--- config.mk ---
export PLATFORM = sky130hd
export DESIGN_NAME = fsk_bit_deframer
export DESIGN_NICKNAME = d
export VERILOG_FILES = /design/src/rtl/fsk_pkg.sv /design/src/rtl/fsk_bit_timing.sv /design/src/rtl/fsk_bit_deframer.sv
export SDC_FILE = /design/constraint.sdc
export NUM_CORES = 1
export LEC_CHECK = 0
export ABC_AREA = 1
export CORE_MARGIN = 2
export CORE_UTILIZATION = 62
export CTS_BUF_LIST = sky130_fd_sc_hd__clkbuf_16
export CTS_CLUSTER_DIAMETER = 50
export DETAILED_ROUTE_END_ITERATION = 10
export GPL_ROUTABILITY_DRIVEN = 0
export GPL_TIMING_DRIVEN = 0
export PLACE_DENSITY = 0.88
export SYNTH_ARGS = -nofsm -noshare
export SYNTH_HDL_FRONTEND = slang
export SYNTH_HIERARCHICAL = 1
export SYNTH_SLANG_ARGS = --single-unit
--- constraint.sdc ---
create_clock -name bb_clk -period 4.4 [get_ports bb_clk]
set_input_delay 0.88 -clock bb_clk [delete_from_list [all_inputs] [get_ports bb_clk]]
set_output_delay 0.88 -clock bb_clk [all_outputs]
set_load 0.01 [all_outputs]
--- src/rtl/fsk_pkg.sv ---
// Shared definitions for the FSK modem chain:
// deframer state encoding and frame-length decode.
package fsk_pkg;

  typedef enum logic {
    ST_HUNT    = 1'b0,
    ST_PAYLOAD = 1'b1
  } dfr_state_e;

  localparam int BYTE_W = 8;
  localparam int LEN_W  = 9;

  // A length byte of zero encodes a full 256-byte frame.
  function automatic logic [LEN_W-1:0] frame_len(
    input logic [7:0] len
  );
    if (len == 8'd0) return 9'd256;
    return {1'b0, len};
  endfunction

endpackage

--- src/rtl/fsk_bit_timing.sv ---
// Bit-timing recovery: registers the line, detects edges and
// emits one mid-bit sample strobe per bit period.
module fsk_bit_timing #(
  parameter int CNT_W = 16
) (
  input  logic             clk,
  input  logic             rst,
  input  logic             bit_in,
  input  logic [CNT_W-1:0] bit_period,
  output logic             bit_s,
  output logic             bit_edge,
  output logic             sample
);

  logic             bit_q, bit_d;
  logic             prev_q, prev_d;
  logic [CNT_W-1:0] phase_q, phase_d;
  logic             period_ok;
  logic [CNT_W-1:0] half;

  always_comb begin
    bit_d     = bit_in;
    prev_d    = bit_q;
    period_ok = bit_period >= CNT_W'(2);
    half      = bit_period >> 1;
    bit_edge  = bit_q != prev_q;
    phase_d   = phase_q + CNT_W'(1);
    // >= also recovers when bit_period shrinks below the phase.
    if (!period_ok || bit_edge)
      phase_d = '0;
    else if (phase_q >= bit_period - CNT_W'(1))
      phase_d = '0;
    sample = period_ok && (phase_q == half);
    bit_s  = bit_q;
  end

  always_ff @(posedge clk) begin
    if (rst) begin
      bit_q   <= 1'b0;
      prev_q  <= 1'b0;
      phase_q <= '0;
    end else begin
      bit_q   <= bit_d;
      prev_q  <= prev_d;
      phase_q <= phase_d;
    end
  end

endmodule

--- src/rtl/fsk_bit_deframer.sv ---
// Sync-word hunt and payload byte assembly for the FSK
// receiver, with a valid/ready byte output.
module fsk_bit_deframer
  import fsk_pkg::*;
#(
  parameter int SYNC_W = 16,
  parameter int CNT_W  = 16
) (
  input  logic              bb_clk,
  input  logic              rst,
  input  logic              bit_in,
  input  logic [CNT_W-1:0]  bit_period,
  input  logic [SYNC_W-1:0] sync_word,
  input  logic [7:0]        payload_len,
  output logic [7:0]        byte_out,
  output logic              byte_valid,
  input  logic              byte_ready,
  output logic              locked,
  output logic              frame_done,
  output logic              overrun
);

  dfr_state_e        state_q, state_d;
  logic [SYNC_W-1:0] sync_q, sync_d;
  logic [7:0]        data_q, data_d;
  logic [2:0]        bcnt_q, bcnt_d;
  logic [LEN_W-1:0]  ycnt_q, ycnt_d;
  logic [LEN_W-1:0]  len_q, len_d;
  logic [CNT_W-1:0]  period_q, period_d;
  logic [7:0]        out_q, out_d;
  logic              valid_q, valid_d;
  logic              locked_q, locked_d;
  logic              done_q, done_d;
  logic              ovr_q, ovr_d;

  logic              bit_s;
  logic              sample;
  logic              edge_unused;
  logic [CNT_W-1:0]  eff_period;

  // The bit period is frozen for the duration of a frame.
  assign eff_period = (state_q == ST_HUNT) ? bit_period
                                           : period_q;

  fsk_bit_timing #(
    .CNT_W (CNT_W)
  ) u_timing (
    .clk        (bb_clk),
    .rst        (rst),
    .bit_in     (bit_in),
    .bit_period (eff_period),
    .bit_s      (bit_s),
    .bit_edge   (edge_unused),
    .sample     (sample)
  );

  always_comb begin
    state_d  = state_q;
    sync_d   = sync_q;
    data_d   = data_q;
    bcnt_d   = bcnt_q;
    ycnt_d   = ycnt_q;
    len_d    = len_q;
    period_d = eff_period;
    out_d    = out_q;
    valid_d  = valid_q;
    locked_d = locked_q;
    done_d   = 1'b0;
    ovr_d    = ovr_q;

    if (valid_q && byte_ready)
      valid_d = 1'b0;

    if (sample) begin
      unique case (state_q)
        ST_HUNT: begin
          sync_d = {sync_q[SYNC_W-2:0], bit_s};
          if (sync_d == sync_word) begin
            state_d  = ST_PAYLOAD;
            locked_d = 1'b1;
            bcnt_d   = '0;
            ycnt_d   = '0;
            data_d   = '0;
            len_d    = frame_len(payload_len);
          end
        end
        ST_PAYLOAD: begin
          data_d = {data_q[6:0], bit_s};
          bcnt_d = bcnt_q + 3'd1;
          if (bcnt_q == 3'd7) begin
            if (valid_q && !byte_ready) begin
              ovr_d = 1'b1;
            end else begin
              out_d   = data_d;
              valid_d = 1'b1;
            end
            ycnt_d = ycnt_q + 9'd1;
            if (ycnt_d == len_q) begin
              state_d  = ST_HUNT;
              locked_d = 1'b0;
              done_d   = 1'b1;
              sync_d   = '0;
            end
          end
        end
        default: state_d = ST_HUNT;
      endcase
    end
  end

  always_ff @(posedge bb_clk) begin
    if (rst) begin
      state_q  <= ST_HUNT;
      sync_q   <= '0;
      data_q   <= '0;
      bcnt_q   <= '0;
      ycnt_q   <= '0;
      len_q    <= '0;
      period_q <= '0;
      out_q    <= '0;
      valid_q  <= 1'b0;
      locked_q <= 1'b0;
      done_q   <= 1'b0;
      ovr_q    <= 1'b0;
    end else begin
      state_q  <= state_d;
      sync_q   <= sync_d;
      data_q   <= data_d;
      bcnt_q   <= bcnt_d;
      ycnt_q   <= ycnt_d;
      len_q    <= len_d;
      period_q <= period_d;
      out_q    <= out_d;
      valid_q  <= valid_d;
      locked_q <= locked_d;
      done_q   <= done_d;
      ovr_q    <= ovr_d;
    end
  end

  assign byte_out   = out_q;
  assign byte_valid = valid_q;
  assign locked     = locked_q;
  assign frame_done = done_q;
  assign overrun    = ovr_q;

endmodule

==> results of run 1 <==
==> report_power, final <==
part / leakage, nW / internal [mW] / switching (mW)
Sequential: 0.730 / 0.825 / 0.00687
Clock: 0.135 / 0.392 / 0.350
Combinational: 1.82 / 0.0714 / 0.0894
==> cell usage in the layout, fill, tap and decap left out, drive strengths merged <==
cell type,instances
inv,93
xnor2,3
clkdlybuf4s50,55
clkinvlp,2
xor2,29
o21ai,23
clkinv,3
nor4,1
a21oi,71
dfxtp,90
o21a,2
nand3b,2
o22ai,8
nor3,15
nor3b,1
nand3,68
nand4,12
ha,22
buf,10
or2,6
nor2b,1
nand2,208
nor2,101
clkbuf,20
==> area by class of cell <==
cell class	instances	area [sq um]	share of cell area (%)
multi-input cells	573	3087	48.88
flip-flops and latches	90	1802	28.53
repair buffers	55	550.5	8.718
inverters	91	341.6	5.409
clock buffers	9	225.2	3.566
well taps	105	131.4	2.080
plain buffers	21	120.1	1.902
clock inverters	7	57.56	0.9114
==> worst paths after layout <==
kind,endpoint,slack [ps],cells after the start
hold / removal,bcnt_q[0],470,1
setup reg to reg,byte_out[1],490,20
hold reg to reg,bcnt_q[0],470,1
setup / recovery,byte_out[1],490,20
==> sequential cells by signal, summed over array words and instances (netlist names), 3 cells and up <==
name	cells
ycnt_q	9
bcnt_q	3
sync_q	15
len_q	9
byte_out	8
u_timing/phase_q	16
period_q	16
data_q	7
==> per-layer routing <==
metal | vias up | GRT usage, % | part of all wire (%)
li1 | 2621 | - | -
met5 | - | 0 | 0
met3 | 46 | 5.491 | 6.3
met2 | 204 | 51.50 | 49
met1 | 2460 | 35.98 | 42
met4 | 0 | 11.59 | 2.7
==> metrics by stage <==
stage | power, mW | instance area, sq um | instances | setup slack (ps)
after global routing | 1.793 | 6315 | 951 | 84.56
final | 1.734 | 6315 | 951 | 494.3
after global placement | 0.9995 | 6032 | 935 | 496.8
after floorplan | 0.9373 | 5350 | 775 | 1482
after detailed placement | 1.005 | 6032 | 935 | 491.0
after CTS | 1.739 | 6315 | 951 | 616.8
==> results.yml, run 1 <==
clock_tree:
  cts_max_path_buffers: 2
  postCtsResizedCells: 0
  path_clk_slew_ps: 70
  postCtsSetupBuffers: 0
  cts_tree: "yes"
  cts-hold-fix-buffers: 0
  clk_latency_ps: 350
  cts_buffers: 9
  htreeDepth: 3
  cts_root_buffer: "clkbuf_16"
  clock_sinks: 90
route:
  firstDrtPassIters: 5
  drc: 0
  routedWlPerCell_microns: 14.50
  vias: 5331
  route.antenna.remaining_nets: 0
  routed_via_density: 5.606
  drt_iter0_drc: 336
  routed_wl_microns: 13790
job:
  maxCapViolCount: 0
yosys:
  yosysWarnings: 6
  synth_area_per_cell_sq_um: 6.903
  syn-cell-area_sq_um: 5350
  synth_nets: 841
  synth_cells: 775
grt:
  grt_overflow: 0
  grt_pass1_wl_microns: 23160
  antenna_found_initial: 0
  grt_usage_pct: 29.55
  grt_max_degree: 18
  grt_pass1_vias: 5246
floorplanning:
  io_pins: 56
  core_sq_um: 8299
  die_area_sq_um: 9389
  die_h_microns: 96.90
  initial_core_util_pct: 64.47
  rows: 33
  die_w_microns: 96.90
critical_path:
  critical_path.n_buffers_inverters: 6
  crit_path_end_kind: "register"
  critical_path_class: "reg2reg"
  start_kind: "register"
  path_cells: "inv_1, clkbuf_1, buf_1, nand2_1, nand2_1, inv_1, nand2_1, o21ai_0, nor2_1, nand2_1, nor2_1, nand2_1, nor2_1, nand2_1, nor2_1, clkinv_1, nor2_2, inv_1, nor2_1, nor2_1"
  cp_max_fo: 10
  startpoint: "state_q"
  required_ps: 4640
  crit_arrival_ps: 4150
  rr_startpoint: "state_q"
  cp_top_family: "simple AND/OR/NAND/NOR gates"
  max_stage_delay_ps: 440
  crit_path_top_delay_cell: "buf_1"
worst_hold_path:
  hold_path.class: "reg2reg"
  hp-start: "bcnt_q[0]"
placed_design:
  dp_hpwl_microns: 10220
  numPortBuffers: 55
timing:
  worst_pin_slew_ps: 808.6
  skew_ps: 10.52
  hold-worst-slack_ps: 470.2
  max_freq_mhz: 256.0
  slew_viol_final: 0
  relSlewSlack_pct: 46.10
  hold_viol_final: 0
  fin_crit_sh_pct: 88.77
  setup_viol_count_final: 0
  fin_crit_ps: 3906
  fin_setup_tns_ps: 0
  rsz0062_at_grt: "no"
cells_and_area:
  drive_above_1_share_pct: 10.64
  finalNetCount: 907
  area_growth_pct: 18.03
  fillCellCount: 590
  final_util_pct: 76.09
  antennaDiodeCount: 0
status:
  status: "finished, final reports clean"
power_and_ir_drop:
  cellLeakagePower_nw: 2.689
  power.density_nw_per_um2: 274.7
  irDropWorstVdd_mv: 0.2584
(Power assumes the default switching activity.)
==> run 2, diff against run 1 <==
--- a/config.mk
+++ b/config.mk
@@ -11,4 +11,5 @@
 export CTS_BUF_LIST = sky130_fd_sc_hd__clkbuf_16
 export CTS_CLUSTER_DIAMETER = 50
+export CTS_CLUSTER_SIZE = 10
 export DETAILED_ROUTE_END_ITERATION = 10
 export GPL_ROUTABILITY_DRIVEN = 0
==> constraint.sdc (replaced) <==
create_clock -name bb_clk -period 4.4 [get_ports bb_clk]
set_input_delay 1.1 -clock bb_clk [delete_from_list [all_inputs] [get_ports bb_clk]]
set_output_delay 1.1 -clock bb_clk [all_outputs]
set_load 0.01 [all_outputs]
==> results of run 2 <==
Same layout as run 1 (identical final DEF). Status: finished, final reports clean.
Main changes from that run: setup slack after placement 491.0 ps -> 271.0 ps; setup slack after layout 494.3 ps -> 450.9 ps; start point of the critical path state_q -> bit_period[4]
==> run 3, diff against run 2 <==
CORE_UTILIZATION = 57   (was 62)
PLACE_DENSITY = 0.82   (was 0.88)
clock period = 4.2 ns   (was 4.4 ns; I/O delays follow)
==> run 3 against run 2 <==
First-iteration DRC count shrank 21%. Sequential power rose by 4.7%. Count of clock-buffer cells in the layout unchanged. Sequential share of layout area down 0.15 points. Combinational power rose by 2%. Critical endpoint is now byte_out[5]. Highest routed layer unchanged.
==> results.yml, run 3 (synthesized netlist as in run 1, its figures left out) <==
timing:
  setup_viol_count_final: 0
  relSlewSlack_pct: 45.45
  hold_viol_final: 0
  worst_pin_slew_ps: 818.3
  max_freq_mhz: 262.0
  fin_crit_sh_pct: 90.88
  rsz0062_at_grt: "no"
  skew_ps: 8.620
  fin_setup_tns_ps: 0
  slew_viol_final: 0
  fin_crit_ps: 3817
cells_and_area:
  layout.cells.most_common: "nand2_1"
  area_growth_pct: 18.66
  finalNetCount: 907
  top_regs: "period_q (16), u_timing/phase_q (16), sync_q (15)"
  fillCellCount: 794
  antennaDiodeCount: 0
  layout.cells.non_filler: 957
  drive_above_1_share_pct: 10.76
  final_cell_mix: "197 x nand2_1, 90 x dfxtp_1, 86 x inv_1"
critical_path:
  required_ps: 4430
  crit_path_end_kind: "register"
  crit_arrival_ps: 4050
  critical_path.n_buffers_inverters: 3
  cp_max_fo: 10
  path_cells: "clkdlybuf4s50_1, nand2_1, nand2_1, o21ai_0, nor2_1, nand2_1, nor2_1, nand2_1, nor2_1, nand2_1, nor2_1, clkinv_1, nor2_4, inv_1, nor2_1, nor2_1"
  crit_top_cell: "nor2_1"
  max_stage_delay_ps: 490
  cp_top_family: "simple AND/OR/NAND/NOR gates"
  critical_path_class: "in2reg"
  start_kind: "input port"
  crit_path_top_delay_cell: "clkdlybuf4s50_1"
floorplanning:
  die_h_microns: 100.9
  rows: 35
  core_sq_um: 9153
  initial_core_util_pct: 58.46
  die_area_sq_um: 10180
  io_pins: 56
  die_w_microns: 100.9
placed_design:
  numPortBuffers: 55
  dp.cells: 941
  dp_hpwl_microns: 10180
route:
  firstDrtPassIters: 5
  routed_wl_microns: 13330
  routedWlPerCell_microns: 13.93
  drc: 0
  vias: 5212
  drt_iter0_drc: 265
  route.antenna.remaining_nets: 0
  routed_via_density: 5.446
worst_hold_path:
  hold_path.class: "reg2reg"
power_and_ir_drop:
  p_int_mw: 1.407
  irDropWorstVdd_mv: 0.2076
  pwr-share-seq_pct: 46.8
  swShare_pct: 24.42
  p_switching_mw: 0.4547
  power.density_nw_per_um2: 293.2
  cellLeakagePower_nw: 2.710
  pwr-share-comb_pct: 8.9
  p_total_mw: 1.862
  power_frac_clock_pct: 44.3
grt:
  grt_usage_pct: 26.88
  grt_overflow: 0
  grt_pass1_wl_microns: 22150
  antenna_found_initial: 0
  grt_pass1_vias: 4979
  grt_max_degree: 17
clock_tree:
  clk_latency_ps: 340
  htreeDepth: 3
  clock_sinks: 90
  cts_tree: "yes"
  cts_root_buffer: "clkbuf_16"
  cts_buffers: 9
  cts-hold-fix-buffers: 0
  path_clk_slew_ps: 60
  cts_max_path_buffers: 2
job:
  maxCapViolCount: 0
status:
  status: "finished, final reports clean"
## run 3: cell count changes in the layout (fill, tap and decap cells not counted), sizes merged
cell,change
inv,-1
bufinv,+1
buf,-1
clkinv,+2
clkbuf,+1
clkinvlp,-2
## run 3: power groups by stage
stage	clock network [mW]	registers [mW]	logic, mW
4_1_cts	0.831	0.871	0.164
2_1_floorplan	0	0.888	0.0935
3_5_place_dp	0	0.891	0.162
6_report	0.825	0.871	0.165
3_3_place_gp	0	0.890	0.158
5_1_grt	0.876	0.872	0.183
## run 3: final timing paths
path / cells past startpoint / end / startpoint / slack, ps
max: 16 / byte_out[5] / bit_period[5] / 380
min reg2reg: 2 / period_q[2] / period_q[2] / 480
max reg2reg: 18 / byte_out[5] / state_q / 510
min: 2 / period_q[2] / period_q[2] / 480
## run 3: per-stage QoR
stage               util [%]  hold slack [ps]  instance area (sq um)  worst slack [ps]
floorplan                  -            433.2                   5350              1112
global placement       65.99            440.9                   6040             69.74
detailed placement     65.99            466.7                   6040             39.54
CTS                    69.28            478.1                   6341             314.7
global route           69.36            498.1                   6349             117.7
finish                 69.36            476.5                   6349             383.0
## run 3: tightest hold or removal path: cells and delay by family (launching register included)
kind | cells | cell delay [ps]
flops | 1 | 300
compound gates | 1 | 60
simple gates | 1 | 70
## run 3: metal layers
layer	wire, microns	vias up	GRT usage [%]
met3	713	30	4.369
met1	5841	2397	33.96
met2	6442	159	45.13
met4	335	0	11.80
li1	-	2626	-
met5	0	-	0
## run 3: final cells by class
cell class | instances | area [sq um] | area share, %
multi-input cells | 573 | 3092 | 48.70
flip-flops and latches | 90 | 1802 | 28.38
repair buffers | 55 | 550.5 | 8.672
inverters | 91 | 341.6 | 5.380
clock buffers | 9 | 225.2 | 3.547
well taps | 111 | 138.9 | 2.188
plain buffers | 21 | 122.6 | 1.931
clock inverters | 7 | 76.32 | 1.202
## run 3: repair_timing
action / CTS / global route
endpoints found under the setup margin: 0 / 18
setup buffers: 0 / 0
resized for setup: 0 / 4
